## config.mk

```make
export PLATFORM = sky130hd
export DESIGN_NAME = ccff_chain_loader
export DESIGN_NICKNAME = d
export VERILOG_FILES = /design/src/rtl/ccff_loader_pkg.sv /design/src/rtl/ccff_crc16_serial.sv /design/src/rtl/ccff_chain_loader.sv
export SDC_FILE = /design/constraint.sdc
export NUM_CORES = 1
export LEC_CHECK = 0
export CORE_ASPECT_RATIO = 0.75
export CORE_UTILIZATION = 45
export DETAILED_ROUTE_END_ITERATION = 10
export GPL_TIMING_DRIVEN = 0
export PLACE_DENSITY = 0.65
export REMOVE_ABC_BUFFERS = 1
export SETUP_SLACK_MARGIN = 0.5
export SYNTH_ARGS = -nofsm -noshare
export SYNTH_HDL_FRONTEND = slang
export SYNTH_SLANG_ARGS = --single-unit
export TNS_END_PERCENT = 10
```

## constraint.sdc

```tcl
create_clock -name prog_clk -period 2.6 [get_ports prog_clk]
set_clock_uncertainty 0.1 [all_clocks]
set_input_delay 0.26 -clock prog_clk [delete_from_list [all_inputs] [get_ports prog_clk]]
set_output_delay 0.26 -clock prog_clk [all_outputs]
set_load 0.01 [all_outputs]
```

## src/rtl/ccff_loader_pkg.sv

```systemverilog
// Shared types and constants for the configuration-chain loader and its CRC helpers.
package ccff_loader_pkg;

    typedef enum logic [1:0] {
        IDLE   = 2'd0,
        LOAD   = 2'd1,
        VERIFY = 2'd2,
        DONE   = 2'd3
    } state_t;

    localparam logic [15:0] CRC_POLY = 16'h1021;
    localparam logic [15:0] CRC_INIT = 16'hFFFF;

    // One serial CRC-16-CCITT step, message bit fed into the MSB end.
    function automatic logic [15:0] crc16_step(input logic [15:0] crc, input logic bit_in);
        logic fb;
        fb = crc[15] ^ bit_in;
        return {crc[14:0], 1'b0} ^ (fb ? CRC_POLY : 16'h0000);
    endfunction

endpackage

```

## src/rtl/ccff_crc16_serial.sv

```systemverilog
// Bit-serial CRC-16-CCITT accumulator with synchronous clear.
module ccff_crc16_serial
    import ccff_loader_pkg::*;
(
    input  logic        clk,
    input  logic        rst_n,
    input  logic        clr,
    input  logic        en,
    input  logic        bit_in,
    output logic [15:0] crc
);

    always_ff @(posedge clk or negedge rst_n) begin
        if (!rst_n) begin
            crc <= CRC_INIT;
        end else if (clr) begin
            crc <= CRC_INIT;
        end else if (en) begin
            crc <= crc16_step(crc, bit_in);
        end
    end

endmodule

```

## src/rtl/ccff_chain_loader.sv

```systemverilog
// Loads the ccff configuration chain from a word stream, LSB first, with an optional
// verify pass that CRC-compares the chain readback against the loaded bitstream.
module ccff_chain_loader
    import ccff_loader_pkg::*;
#(
    parameter int CHAIN_LEN = 64,
    parameter int WORD_W    = 8,
    parameter int CNT_W     = $clog2(CHAIN_LEN + 1)
) (
    input  logic              prog_clk,
    input  logic              pReset_n,
    input  logic              start,
    input  logic              verify,
    input  logic              abort,
    input  logic [WORD_W-1:0] cfg_data,
    input  logic              cfg_valid,
    output logic              cfg_ready,
    output logic              ccff_head,
    input  logic              ccff_tail,
    output logic              ccff_shift_en,
    output logic              busy,
    output logic              done,
    output logic              cfg_err,
    output state_t            state_dbg
);

    localparam int WORDS = CHAIN_LEN / WORD_W;
    localparam int WC_W  = $clog2(WORDS + 1);
    localparam int SC_W  = $clog2(WORD_W + 1);

    if (CHAIN_LEN % WORD_W != 0) begin : g_len_check
        $error("ccff_chain_loader: CHAIN_LEN must be a multiple of WORD_W");
    end

    state_t            state;
    logic              verify_r;
    logic [WORD_W-1:0] hold_reg;
    logic              hold_full;
    logic [WORD_W-1:0] sh_reg;
    logic [SC_W-1:0]   sh_cnt;
    logic              sh_valid;
    logic [CNT_W-1:0]  bit_cnt;
    logic [WC_W-1:0]   word_cnt;
    logic [15:0]       crc_a;
    logic [15:0]       crc_b;

    logic              start_ok;
    logic              shift;
    logic              last_bit;
    logic              accept;
    logic              reload;
    logic [WORD_W-1:0] sh_reg_nxt;
    logic [SC_W-1:0]   sh_cnt_nxt;

    // Handshake: a word moves when cfg_valid & cfg_ready are both high at a prog_clk edge;
    // cfg_ready depends only on registered state, never on cfg_valid.
    assign cfg_ready     = busy & ~hold_full & (word_cnt != WC_W'(WORDS));
    assign accept        = cfg_valid & cfg_ready;
    assign ccff_shift_en = sh_valid;
    assign ccff_head     = sh_reg[0];
    assign state_dbg     = state;

    always_comb begin
        start_ok   = start & ~abort & ((state == IDLE) | (state == DONE));
        shift      = sh_valid;
        last_bit   = shift & (bit_cnt == CNT_W'(CHAIN_LEN - 1));
        // Refill the shift register when it is empty or on its final bit, so a
        // steady stream never leaves a bubble between words.
        reload     = hold_full & (~sh_valid | (sh_cnt == SC_W'(1)));
        sh_reg_nxt = sh_reg;
        sh_cnt_nxt = sh_cnt;
        if (reload) begin
            sh_reg_nxt = hold_reg;
            sh_cnt_nxt = SC_W'(WORD_W);
        end else if (shift) begin
            sh_reg_nxt = sh_reg >> 1;
            sh_cnt_nxt = sh_cnt - SC_W'(1);
        end
    end

    always_ff @(posedge prog_clk or negedge pReset_n) begin
        if (!pReset_n) begin
            state     <= IDLE;
            verify_r  <= 1'b0;
            busy      <= 1'b0;
            done      <= 1'b0;
            cfg_err   <= 1'b0;
            hold_reg  <= '0;
            hold_full <= 1'b0;
            sh_reg    <= '0;
            sh_cnt    <= '0;
            sh_valid  <= 1'b0;
            bit_cnt   <= '0;
            word_cnt  <= '0;
        end else if (abort) begin
            state     <= IDLE;
            busy      <= 1'b0;
            done      <= 1'b0;
            hold_full <= 1'b0;
            sh_reg    <= '0;
            sh_cnt    <= '0;
            sh_valid  <= 1'b0;
            bit_cnt   <= '0;
            word_cnt  <= '0;
        end else if (start_ok) begin
            state     <= LOAD;
            verify_r  <= verify;
            busy      <= 1'b1;
            done      <= 1'b0;
            cfg_err   <= 1'b0;
            hold_full <= 1'b0;
            sh_reg    <= '0;
            sh_cnt    <= '0;
            sh_valid  <= 1'b0;
            bit_cnt   <= '0;
            word_cnt  <= '0;
        end else begin
            done      <= 1'b0;
            hold_full <= (hold_full & ~reload) | accept;
            if (accept) begin
                hold_reg <= cfg_data;
            end
            sh_reg   <= sh_reg_nxt;
            sh_cnt   <= sh_cnt_nxt;
            sh_valid <= (sh_cnt_nxt != '0);
            if (shift) begin
                bit_cnt <= last_bit ? '0 : bit_cnt + CNT_W'(1);
            end
            if (last_bit) begin
                word_cnt <= '0;
                if ((state == LOAD) && verify_r) begin
                    state <= VERIFY;
                end else begin
                    state <= DONE;
                    busy  <= 1'b0;
                    done  <= 1'b1;
                    // Fold in the tail bit of this final shift before comparing.
                    if (state == VERIFY) begin
                        cfg_err <= (crc_a != crc16_step(crc_b, ccff_tail));
                    end
                end
            end else if (accept) begin
                word_cnt <= word_cnt + WC_W'(1);
            end
        end
    end

    ccff_crc16_serial u_crc_a (
        .clk    (prog_clk),
        .rst_n  (pReset_n),
        .clr    (start_ok),
        .en     (shift & (state == LOAD)),
        .bit_in (ccff_head),
        .crc    (crc_a)
    );

    ccff_crc16_serial u_crc_b (
        .clk    (prog_clk),
        .rst_n  (pReset_n),
        .clr    (start_ok),
        .en     (shift & (state == VERIFY)),
        .bit_in (ccff_tail),
        .crc    (crc_b)
    );

endmodule

```

==> summary.txt, run 1 <==
Status
  – Status: complete, no violations

Yosys
  – Flops & latches, synth: 71
  – Top cell type's share of synthesized area: 29.3%
  – Syn avg cell area: 10.8 µm²
  – Post-synth ARST share: 100%
  – EDFF count, synth: 0
  – Mapped Cells: 307
  – Main synth FF type: dfrtp_1
  – Leading post-synthesis cells by cell area: dfrtp_1 (29%), dfstp_2 (25%), nand2_1 (6.5%), xnor2_1 (4.7%), o22a_1 (3.7%)
  – Post-synthesis sequential area ratio: 54.6%
  – Post-Syn Area: 3330 µm²
  – Synth warn: 0
  – Top cell type by total area after synthesis: dfrtp_1
  – Yosys cell types: 41

Global route
  – Number of global-route vias before repair: 2171
  – GR Util All Layers: 18.4%
  – Antenna violations before repair: 0
  – Pin count of the biggest net entering global routing: 72
  – First-pass GRT wire length: 10800 µm
  – Remaining Overflow, GRT: 0

Power and ir drop
  – Clk pwr share: 34.6%
  – Share of power burned in registers: 51.1%
  – Leak: 1.65 nW
  – Sw Ratio: 26.7%
  – Worst IR drop on VDD: 0.256 mV
  – Design Power: 2.64 mW
  – Internal cell power: 1.94 mW
  – Logic pwr share: 14.3%
  – Pwr per Cell Area: 682 nW/µm²
  – Sw power: 705 µW

Detailed routing
  – # DRC: 0
  – WL final: 6360 µm
  – Routed length per instance: 14.6 µm
  – Drt via density: 5.13
  – DRT antenna net count: 0
  – Drt pass-1 iters: 4
  – Vias after detailed routing: 2232
  – Initial DRC count: 64

STA
  – Period utilization: 79.6%
  – Max-slew violation count: 0
  – RSZ-0062 raised after global routing: true
  – Hold WS: 0.392 ns
  – Actual slew at the worst max-slew pin: 0.881 ns
  – Final hold vios: 0
  – Fmax: 483 MHz
  – Worst slew margin: 41.3%
  – # setup viols final: 0
  – Minimum clock period: 2.07 ns

Setup path
  – Crit start category: flip-flop
  – Cells along the critical path: inv_1 > ha_1 > and3b_1 > nor3_1 > dlygate4sd2_1
  – CP Capture Type: output pin
  – CP Max Fanout: 4
  – R2R depth: 6
  – Critical path's top delay family: flip-flops
  – Worst path depth: 5
  – Critical path's slowest cell: dfrtp_1
  – CP peak stage delay: 0.42 ns
  – Bufs and invs on worst path: 2
  – CP Data Required Time: 2.24 ns
  – WS Path Type: flip-flop to output pin
  – Worst endpoint data arrival time: 1.71 ns

Layout
  – Leading cell type in the layout, fill and taps excluded: nand2_1
  – Layout area overhead: 16.4%
  – Biggest regs: u_crc_a.crc: 16 flops, u_crc_b.crc: 16 flops
  – Ant diodes: 0
  – Commonest non-fill, non-tap cells in the layout: nand2_1 (57), dfrtp_1 (38), dfstp_2 (32), clkdlybuf4s50_1 (20)
  – Layout cells sized above 1: 19.9%
  – Final layout net count: 354
  – Fill cell count: 623

Floorplanning
  – Rows: 26
  – Initial cell density of the core: 47.6%
  – Full die area: 7750 µm²
  – Die W: 101 µm
  – Core area: 6990 µm²
  – Die Span Y: 76.5 µm
  – IO Pins: 23

Clock tree
  – Clk sinks: 71
  – H-tree depth: 3
  – CTS Buf Count: 9
  – CTS tree: done
  – CTS clk-pin slew, worst paths: 0.08 ns
  – CTS max path bufs: 2
  – CTS root buf: clkbuf_8
  – Worst skew pair latency: 0.34 ns

Placement
  – HPWL Detailed: 4190 µm
  – Port bufs: 22
  – RePlAce Congestion: 0.754

Hold path
  – Worst Hold Class: flip-flop to flip-flop
  – Hold depth: 2

Flow run
  – Max_cap viols: 0
## logic make-up (layout without fill, tap and decap cells)
group / after synthesis / in the layout / share of synthesized area [%]
compound gates: 46 / 46 / 9.36
xor+xnor: 32 / 32 / 8.42
fa+ha+maj: 7 / 7 / 2.63
buf+inv: 18 / 47 / 2.18
flops: 71 / 71 / 54.6
mux: 16 / 16 / 6.05
simple gates: 117 / 118 / 16.8
## metal layers
metal,up-vias,part of all wire [%],global-route usage (%)
met1,1099,55,28.4
li1,1104,-,-
met3,4,2.8,6.06
met2,25,41,24.1
met5,-,0,0
met4,0,0.64,5.65
## metrics by stage
step	cells	instance area, µm²	setup slack [ns]	utilization [%]	TNS, ns
after detailed placement	417	3630	-0.0773	51.9	-0.959
after global placement	417	3630	-1.29	51.9	-65.71
after CTS	434	3850	0.289	55.0	0
after global routing	435	3870	0.399	55.4	0
after floorplan	297	3290	0.421	-	0
final	435	3870	0.530	55.4	0
## power groups by stage
stage / registers (mW) / clock network (mW) / logic (mW)
2_1_floorplan: 1.34 / 0 / 0.271
3_3_place_gp: 1.36 / 0 / 0.368
3_5_place_dp: 1.36 / 0 / 0.377
4_1_cts: 1.35 / 0.942 / 0.380
5_1_grt: 1.37 / 0.990 / 0.432
6_report: 1.35 / 0.915 / 0.379
## tightest hold or removal path, cell delays in order, from the launching register on
cell     delay, ns
dfrtp_1       0.34
nand2_1       0.05
o21ai_0       0.07
## layout make-up
| cell class | instances | area (µm²) | share of cell area [%] |
|---|---|---|---|
| Sequential cell | 71 | 1820 | 46.9 |
| Multi-Input combinational cell | 219 | 1470 | 37.9 |
| Timing Repair Buffer | 23 | 226 | 5.84 |
| Clock buffer | 11 | 151 | 3.91 |
| Tap cell | 98 | 123 | 3.16 |
| Clock inverter | 5 | 56.3 | 1.45 |
| Inverter | 8 | 30.0 | 0.775 |
## worst paths after layout
| kind | from | to | slack (ns) |
|---|---|---|---|
| worst min register to register | sh_reg[4]$_DFFE_PN0P_ | sh_reg[4]$_DFFE_PN0P_ | 0.39 |
| worst max register to register | word_cnt[0]$_DFFE_PN0P_ | hold_reg[4]$_DFFE_PN0P_ | 0.54 |
| max in group asynchronous | pReset_n | ccff_shift_en$_DFF_PN0_ | 1.29 |
| worst min-delay path | sh_reg[4]$_DFFE_PN0P_ | sh_reg[4]$_DFFE_PN0P_ | 0.39 |
| min in group asynchronous | pReset_n | state_dbg[0]$_DFFE_PN0P_ | 0.47 |
| worst max-delay path | word_cnt[0]$_DFFE_PN0P_ | cfg_ready | 0.53 |
## cell usage after synthesis, types with 2 or more instances
library cell,instances
nor2_1,15
dfrtp_1,39
o21ai_1,2
nand4_1,4
inv_1,8
nor4_1,3
o21ai_0,11
nor2b_1,2
xor2_1,14
o22a_1,14
nand3_1,19
o211ai_1,2
xnor2_1,18
ha_1,7
nor3_1,2
mux2i_1,7
buf_2,4
mux2_4,8
a211oi_1,3
nand2b_1,2
a21oi_1,11
nand2_1,58
dfstp_2,32
clkbuf_1,5
## timing repair
item	4_1_cts	5_1_grt
gates resized for setup	3	5
gates cloned	0	1
hold buffers	1	0
buffers inserted	0	0
hold endpoints to repair	39	0
setup endpoints to repair	19	37
Power figures use the tool's default switching activity.
==> run 2: changes to the inputs <==
==> constraint.sdc (replaced) <==
create_clock -name prog_clk -period 2 [get_ports prog_clk]
set_clock_uncertainty 0.1 [all_clocks]
set_input_delay 0.2 -clock prog_clk [delete_from_list [all_inputs] [get_ports prog_clk]]
set_output_delay 0.2 -clock prog_clk [all_outputs]
set_load 0.01 [all_outputs]
==> summary.txt, run 2 (synthesis results as in run 1) <==
Status
  – Status: complete, no violations (unchanged)

Global route
  – Number of global-route vias before repair: 2341 (was 2171)
  – Antenna violations before repair: 0 (unchanged)
  – Remaining Overflow, GRT: 0 (unchanged)
  – First-pass GRT wire length: 11500 µm (was 10800 µm)
  – GR Util All Layers: 19.5% (was 18.4%)
  – Pin count of the biggest net entering global routing: 72 (unchanged)

Floorplanning
  – Initial cell density of the core: 47.6% (unchanged)
  – Die W: 101 µm (unchanged)
  – Full die area: 7750 µm² (unchanged)
  – Die Span Y: 76.5 µm (unchanged)
  – Rows: 26 (unchanged)
  – IO Pins: 23 (unchanged)
  – Core area: 6990 µm² (unchanged)

Layout
  – Layout cells sized above 1: 27.1% (was 19.9%)
  – Fill cell count: 603 (was 623)
  – Commonest non-fill, non-tap cells in the layout: nand2_1 (55), dfrtp_1 (37), dfstp_2 (32), clkdlybuf4s50_1 (20) (was nand2_1 (57), dfrtp_1 (38), dfstp_2 (32), clkdlybuf4s50_1 (20))
  – Final Util: 58.5% (was 55.4%)
  – Biggest regs: u_crc_a.crc: 16 flops, u_crc_b.crc: 16 flops (unchanged)
  – Ant diodes: 0 (unchanged)
  – Layout area overhead: 22.9% (was 16.4%)
  – Final layout net count: 371 (was 354)
  – Leading cell type in the layout, fill and taps excluded: nand2_1 (unchanged)

Power and ir drop
  – Sw Ratio: 26.9% (was 26.7%)
  – Leak: 1.74 nW (was 1.65 nW)
  – Internal cell power: 2.56 mW (was 1.94 mW)
  – Sw power: 945 µW (was 705 µW)
  – Pwr per Cell Area: 857 nW/µm² (was 682 nW/µm²)
  – Share of power burned in registers: 50.0% (was 51.1%)
  – Worst IR drop on VDD: 0.331 mV (was 0.256 mV)
  – Clk pwr share: 33.9% (was 34.6%)
  – Logic pwr share: 16.1% (was 14.3%)

STA
  – Actual slew at the worst max-slew pin: 0.886 ns (was 0.881 ns)
  – RSZ-0062 raised after global routing: true (unchanged)
  – Max-slew violation count: 0 (unchanged)
  – Final worst setup slack: 0.155 ns (was 0.530 ns)
  – Period utilization: 92.3%
  – Minimum clock period: 1.85 ns
  – # setup viols final: 0 (unchanged)
  – Hold WS: 0.371 ns (was 0.392 ns)
  – Worst slew margin: 40.9% (was 41.3%)
  – Final hold vios: 0 (unchanged)
  – Fmax: 542 MHz
  – Setup TNS: 0 ns (unchanged)

Detailed routing
  – Drt pass-1 iters: 4 (unchanged)
  – # DRC: 0 (unchanged)
  – Initial DRC count: 80 (was 64)
  – WL final: 6770 µm (was 6360 µm)
  – Drt via density: 5.22 (was 5.13)
  – Vias after detailed routing: 2359 (was 2232)
  – Routed length per instance: 15.0 µm (was 14.6 µm)
  – DRT antenna net count: 0 (unchanged)

Clock tree
  – CTS tree: done (unchanged)
  – CTS clk-pin slew, worst paths: 0.08 ns (about the same)
  – Clk sinks: 71 (unchanged)
  – CTS root buf: clkbuf_8 (unchanged)
  – CTS Buf Count: 9 (unchanged)
  – Worst skew pair latency: 0.34 ns (about the same)
  – CTS max path bufs: 2 (unchanged)
  – H-tree depth: 3 (unchanged)

Setup path
  – WS Path Type: flip-flop to output pin (unchanged)
  – Worst endpoint data arrival time: 1.55 ns (was 1.71 ns)
  – CP Data Required Time: 1.70 ns (was 2.24 ns)
  – CP Capture Type: output pin (unchanged)
  – Crit start category: flip-flop (unchanged)
  – CP Max Fanout: 2 (was 4)

Placement
  – Pre-CTS WS: -0.677 ns (was -0.0773 ns)
  – HPWL Detailed: 4190 µm (unchanged)
  – Port bufs: 22 (unchanged)
  – RePlAce Congestion: 0.754 (unchanged)

Flow run
  – Max_cap viols: 0 (unchanged)

Hold path
  – Worst Hold Class: primary input to flip-flop (was flip-flop to flip-flop)
-- run 2: cell count changes in the layout (fill, tap and decap cells not counted), moves of 2 or more --
cell / previous run / this run
ha_1: 7 / 5
nand2_4: 1 / 3
nand2_1: 57 / 55
buf_4: 1 / 17
ha_4: 0 / 2
-- run 2: worst paths after layout --
| check | from | to | slack, ns | cells past startpoint |
|---|---|---|---|---|
| setup / recovery | word_cnt[1]$_DFFE_PN0P_ | cfg_ready | 0.15 | 5 |
| hold / removal | cfg_data[0] | hold_reg[0]$_DFFE_PN0P_ | 0.37 | 2 |
| setup reg to reg | word_cnt[1]$_DFFE_PN0P_ | hold_reg[4]$_DFFE_PN0P_ | 0.17 | 6 |
| hold reg to reg | sh_reg[4]$_DFFE_PN0P_ | sh_reg[4]$_DFFE_PN0P_ | 0.39 | 2 |
| max in group asynchronous | pReset_n | ccff_shift_en$_DFF_PN0_ | 0.72 | 2 |
| min in group asynchronous | pReset_n | state_dbg[0]$_DFFE_PN0P_ | 0.41 | 2 |
-- run 2: power by group through the flow --
stage / Combinational, mW / Clock [mW] / Sequential [mW]
6_report: 0.565 / 1.19 / 1.75
5_1_grt: 0.633 / 1.28 / 1.78
4_1_cts: 0.560 / 1.22 / 1.75
3_5_place_dp: 0.491 / 0 / 1.77
3_3_place_gp: 0.479 / 0 / 1.77
2_1_floorplan: 0.352 / 0 / 1.74
-- run 2: area by class of cell --
| class | count | area (µm²) | share of cell area, % |
|---|---|---|---|
| Clock buffer | 11 | 151 | 3.70 |
| Clock inverter | 5 | 56.3 | 1.38 |
| Inverter | 8 | 30.0 | 0.734 |
| Multi-Input combinational cell | 220 | 1560 | 38.2 |
| Sequential cell | 71 | 1820 | 44.5 |
| Tap cell | 98 | 123 | 3.00 |
| Timing Repair Buffer | 39 | 348 | 8.50 |
-- run 2: worst max-delay path: stages (launching register included) --
cell,delay [ns]
dfrtp_1,0.36
inv_1,0.07
ha_4,0.15
and3b_2,0.22
nor3_2,0.14
clkdlybuf4s15_1,0.26
-- run 2: metal layers --
layer | wire length (µm) | track usage (%)
met1 | 3550 | 28.9
met2 | 2770 | 26.7
met3 | 327 | 5.23
met4 | 127 | 8.12
met5 | 0 | 0
-- run 2: per-stage QoR --
step / instance area [µm²] / total power, mW / cells
final: 4090 / 3.51 / 452
after global routing: 4090 / 3.69 / 452
after CTS: 4040 / 3.54 / 448
after global placement: 3630 / 2.25 / 417
after floorplan: 3290 / 2.09 / 297
after detailed placement: 3630 / 2.26 / 417
-- run 2: repair_timing --
action	CTS	global route
pin swaps	8	5
endpoints found under the hold margin	39	0
resized for setup	24	4
setup buffers	12	4
cloned	2	0
hold buffers	1	0
setup endpoints to repair	79	76
==> run 3: changes to the inputs <==
--- a/config.mk
+++ b/config.mk
@@ -9,6 +9,7 @@
 export CORE_UTILIZATION = 45
 export DETAILED_ROUTE_END_ITERATION = 10
 export GPL_TIMING_DRIVEN = 0
+export MAX_ROUTING_LAYER = met4
 export PLACE_DENSITY = 0.65
 export REMOVE_ABC_BUFFERS = 1
 export SETUP_SLACK_MARGIN = 0.5
==> constraint.sdc (replaced) <==
create_clock -name prog_clk -period 1.8 [get_ports prog_clk]
set_clock_uncertainty 0.1 [all_clocks]
set_input_delay 0.18 -clock prog_clk [delete_from_list [all_inputs] [get_ports prog_clk]]
set_output_delay 0.18 -clock prog_clk [all_outputs]
set_load 0.01 [all_outputs]
==> summary.txt, run 3 (synthesis results as in run 1) <==
Status
  – Status: complete, but fails checks (was complete, no violations)
  – Failing checks: negative hold slack, negative setup slack

Flow run
  – Max_cap viols: 0 (unchanged)

STA
  – Minimum clock period: 1.82 ns
  – # setup viols final: 8 (was 0)
  – Hold WS: -0.130 ns (was 0.371 ns)
  – Actual slew at the worst max-slew pin: 0.878 ns (was 0.886 ns)
  – Final worst setup slack: -0.0200 ns (was 0.155 ns)
  – Fmax: 549 MHz
  – Period utilization: 101%
  – Final hold vios: 39 (was 0)
  – RSZ-0062 raised after global routing: true (unchanged)
  – Worst slew margin: 41.5% (was 40.9%)
  – Max-slew violation count: 0 (unchanged)

Detailed routing
  – DRT antenna net count: 0 (unchanged)
  – Initial DRC count: 119 (was 80)
  – Drt via density: 5.20 (was 5.22)
  – Vias after detailed routing: 2328 (was 2359)
  – Routed length per instance: 15.3 µm (was 15.0 µm)
  – WL final: 6840 µm (was 6770 µm)
  – # DRC: 0 (unchanged)
  – Drt pass-1 iters: 4 (unchanged)

Setup path
  – Crit start category: flip-flop (unchanged)
  – CP Data Required Time: 1.93 ns (was 1.70 ns)
  – CP Max Fanout: 8 (was 2)
  – Crit path launch: word_cnt[1]$_DFFE_PN0P_ (unchanged)
  – WS Path Type: flip-flop to flip-flop (was flip-flop to output pin)
  – Critical R2R Launch: word_cnt[1]$_DFFE_PN0P_ (unchanged)
  – CP Capture Type: flip-flop (was output pin)
  – Worst endpoint data arrival time: 1.95 ns (was 1.55 ns)

Global route
  – Number of global-route vias before repair: 2298 (was 2341)
  – Remaining Overflow, GRT: 0 (unchanged)
  – Antenna violations before repair: 0 (unchanged)
  – First-pass GRT wire length: 11300 µm (was 11500 µm)
  – Pin count of the biggest net entering global routing: 72 (unchanged)
  – GR Util All Layers: 20.0% (was 19.5%)

Clock tree
  – CTS tree: done (unchanged)
  – Worst skew pair latency: 0.34 ns (about the same)
  – CTS root buf: clkbuf_8 (unchanged)
  – CTS max path bufs: 2 (unchanged)
  – CTS Buf Count: 9 (unchanged)
  – H-tree depth: 3 (unchanged)
  – Clk sinks: 71 (unchanged)
  – CTS clk-pin slew, worst paths: 0.08 ns (about the same)

Hold path
  – Worst Hold Class: primary input to asynchronous set/reset pin (was primary input to flip-flop)

Floorplanning
  – Full die area: 7750 µm² (unchanged)
  – Die W: 101 µm (unchanged)
  – Initial cell density of the core: 47.6% (unchanged)
  – Rows: 26 (unchanged)
  – Die Span Y: 76.5 µm (unchanged)
  – IO Pins: 23 (unchanged)
  – Core area: 6990 µm² (unchanged)

Power and ir drop
  – Design Power: 3.93 mW (was 3.51 mW)
  – Pwr per Cell Area: 943 nW/µm² (was 857 nW/µm²)
  – Leak: 1.83 nW (was 1.74 nW)
  – Worst IR drop on VDD: 0.374 mV (was 0.331 mV)

Layout
  – Layout area overhead: 25.1% (was 22.9%)
  – Ant diodes: 0 (unchanged)
  – Leading cell type in the layout, fill and taps excluded: nand2_1 (unchanged)
  – Final non-filler cell area: 4170 µm² (was 4090 µm²)
  – Commonest non-fill, non-tap cells in the layout: nand2_1 (52), dfrtp_1 (37), dfstp_2 (32), xnor2_1 (17), nand3_1 (17) (was nand2_1 (55), dfrtp_1 (37), dfstp_2 (32), clkdlybuf4s50_1 (20))
  – Fill cell count: 581 (was 603)
  – Final layout net count: 367 (was 371)
  – Layout cells sized above 1: 31.7% (was 27.1%)
  – Biggest regs: u_crc_a.crc: 16 flops, u_crc_b.crc: 16 flops (unchanged)

Placement
  – Post-place instance area: 3630 µm² (unchanged)
  – Port bufs: 22 (unchanged)
  – HPWL Detailed: 4190 µm (unchanged)
  – RePlAce Congestion: 0.764 (was 0.754)
  – Pre-CTS WS: -0.877 ns (was -0.677 ns)
run 3: changes by cell type in the layout (fill, tap and decap cells not counted), moves of 3 or more:
cell	previous run	this run
nand2_1	55	52
clkdlybuf4s50_1	20	13
o21ai_1	3	7
o21ai_0	10	5
dlymetal6s2s_1	0	5
run 3: final cells by class:
cell class / count / area, µm² / share of cell area, %
clock buffer: 11 / 151 / 3.63
clock inverter: 5 / 56.3 / 1.35
inverter: 8 / 30.0 / 0.721
multi-input combinational: 219 / 1650 / 39.6
sequential: 71 / 1820 / 43.7
tap: 98 / 123 / 2.94
timing repair buffer: 36 / 333 / 7.99
run 3: path summary, 6_finish.rpt:
path | end | slack [ns] | depth (start not counted)
min in group prog_clk | hold_reg[5]$_DFFE_PN0P_ | 0.35 | 2
worst min-delay path | sh_cnt[1]$_DFF_PN0_ | -0.13 | 1
worst max register to register | hold_reg[4]$_DFFE_PN0P_ | -0.02 | 7
worst min register to register | sh_reg[2]$_DFFE_PN0P_ | 0.39 | 2
max in group asynchronous | ccff_shift_en$_DFF_PN0_ | 1.09 | 1
worst max-delay path | hold_reg[4]$_DFFE_PN0P_ | -0.02 | 7
run 3: what timing repair did:
item                       in CTS  in global routing
hold endpoints to repair       39                 39
gates cloned                    1                  0
setup endpoints to repair      79                 79
pin swaps                      12                 25
gates resized for setup        41                 31
buffers inserted                7                  7
run 3: metrics by stage:
| stage | TNS, ns | util, % | std cells |
|---|---|---|---|
| after CTS | -0.338 | 57.5 | 441 |
| after global routing | -0.654 | 59.6 | 448 |
| after global placement | -135.02 | 51.9 | 417 |
| final | -0.136 | 59.6 | 448 |
| after floorplan | -6.42 | - | 297 |
| after detailed placement | -20.77 | 51.9 | 417 |
run 3: critical path, stage by stage (launching register included):
cell and delay, ns:
dfrtp_1 0.36, inv_1 0.07, ha_4 0.15, and3b_2 0.22
nor4b_4 0.23, buf_4 0.18, nand2_8 0.09, mux2_4 0.31
run 3: where the power goes:
| part | internal, mW | switching (mW) | leakage, nW |
|---|---|---|---|
| Sequential | 1.80 | 0.148 | 0.857 |
| Clock | 0.713 | 0.612 | 0.105 |
| Combinational | 0.340 | 0.312 | 0.871 |
run 3: routing by layer:
metal  routed length, µm  share of wire [%]  up-vias  GRT usage (%)
li1                    -                  -     1133              -
met1                3580                 52     1157           29.0
met2                2960                 43       36           26.3
met3                 279                4.1        2           7.43
met4                  23               0.34        0           4.64
met5                   0                  0        -              -
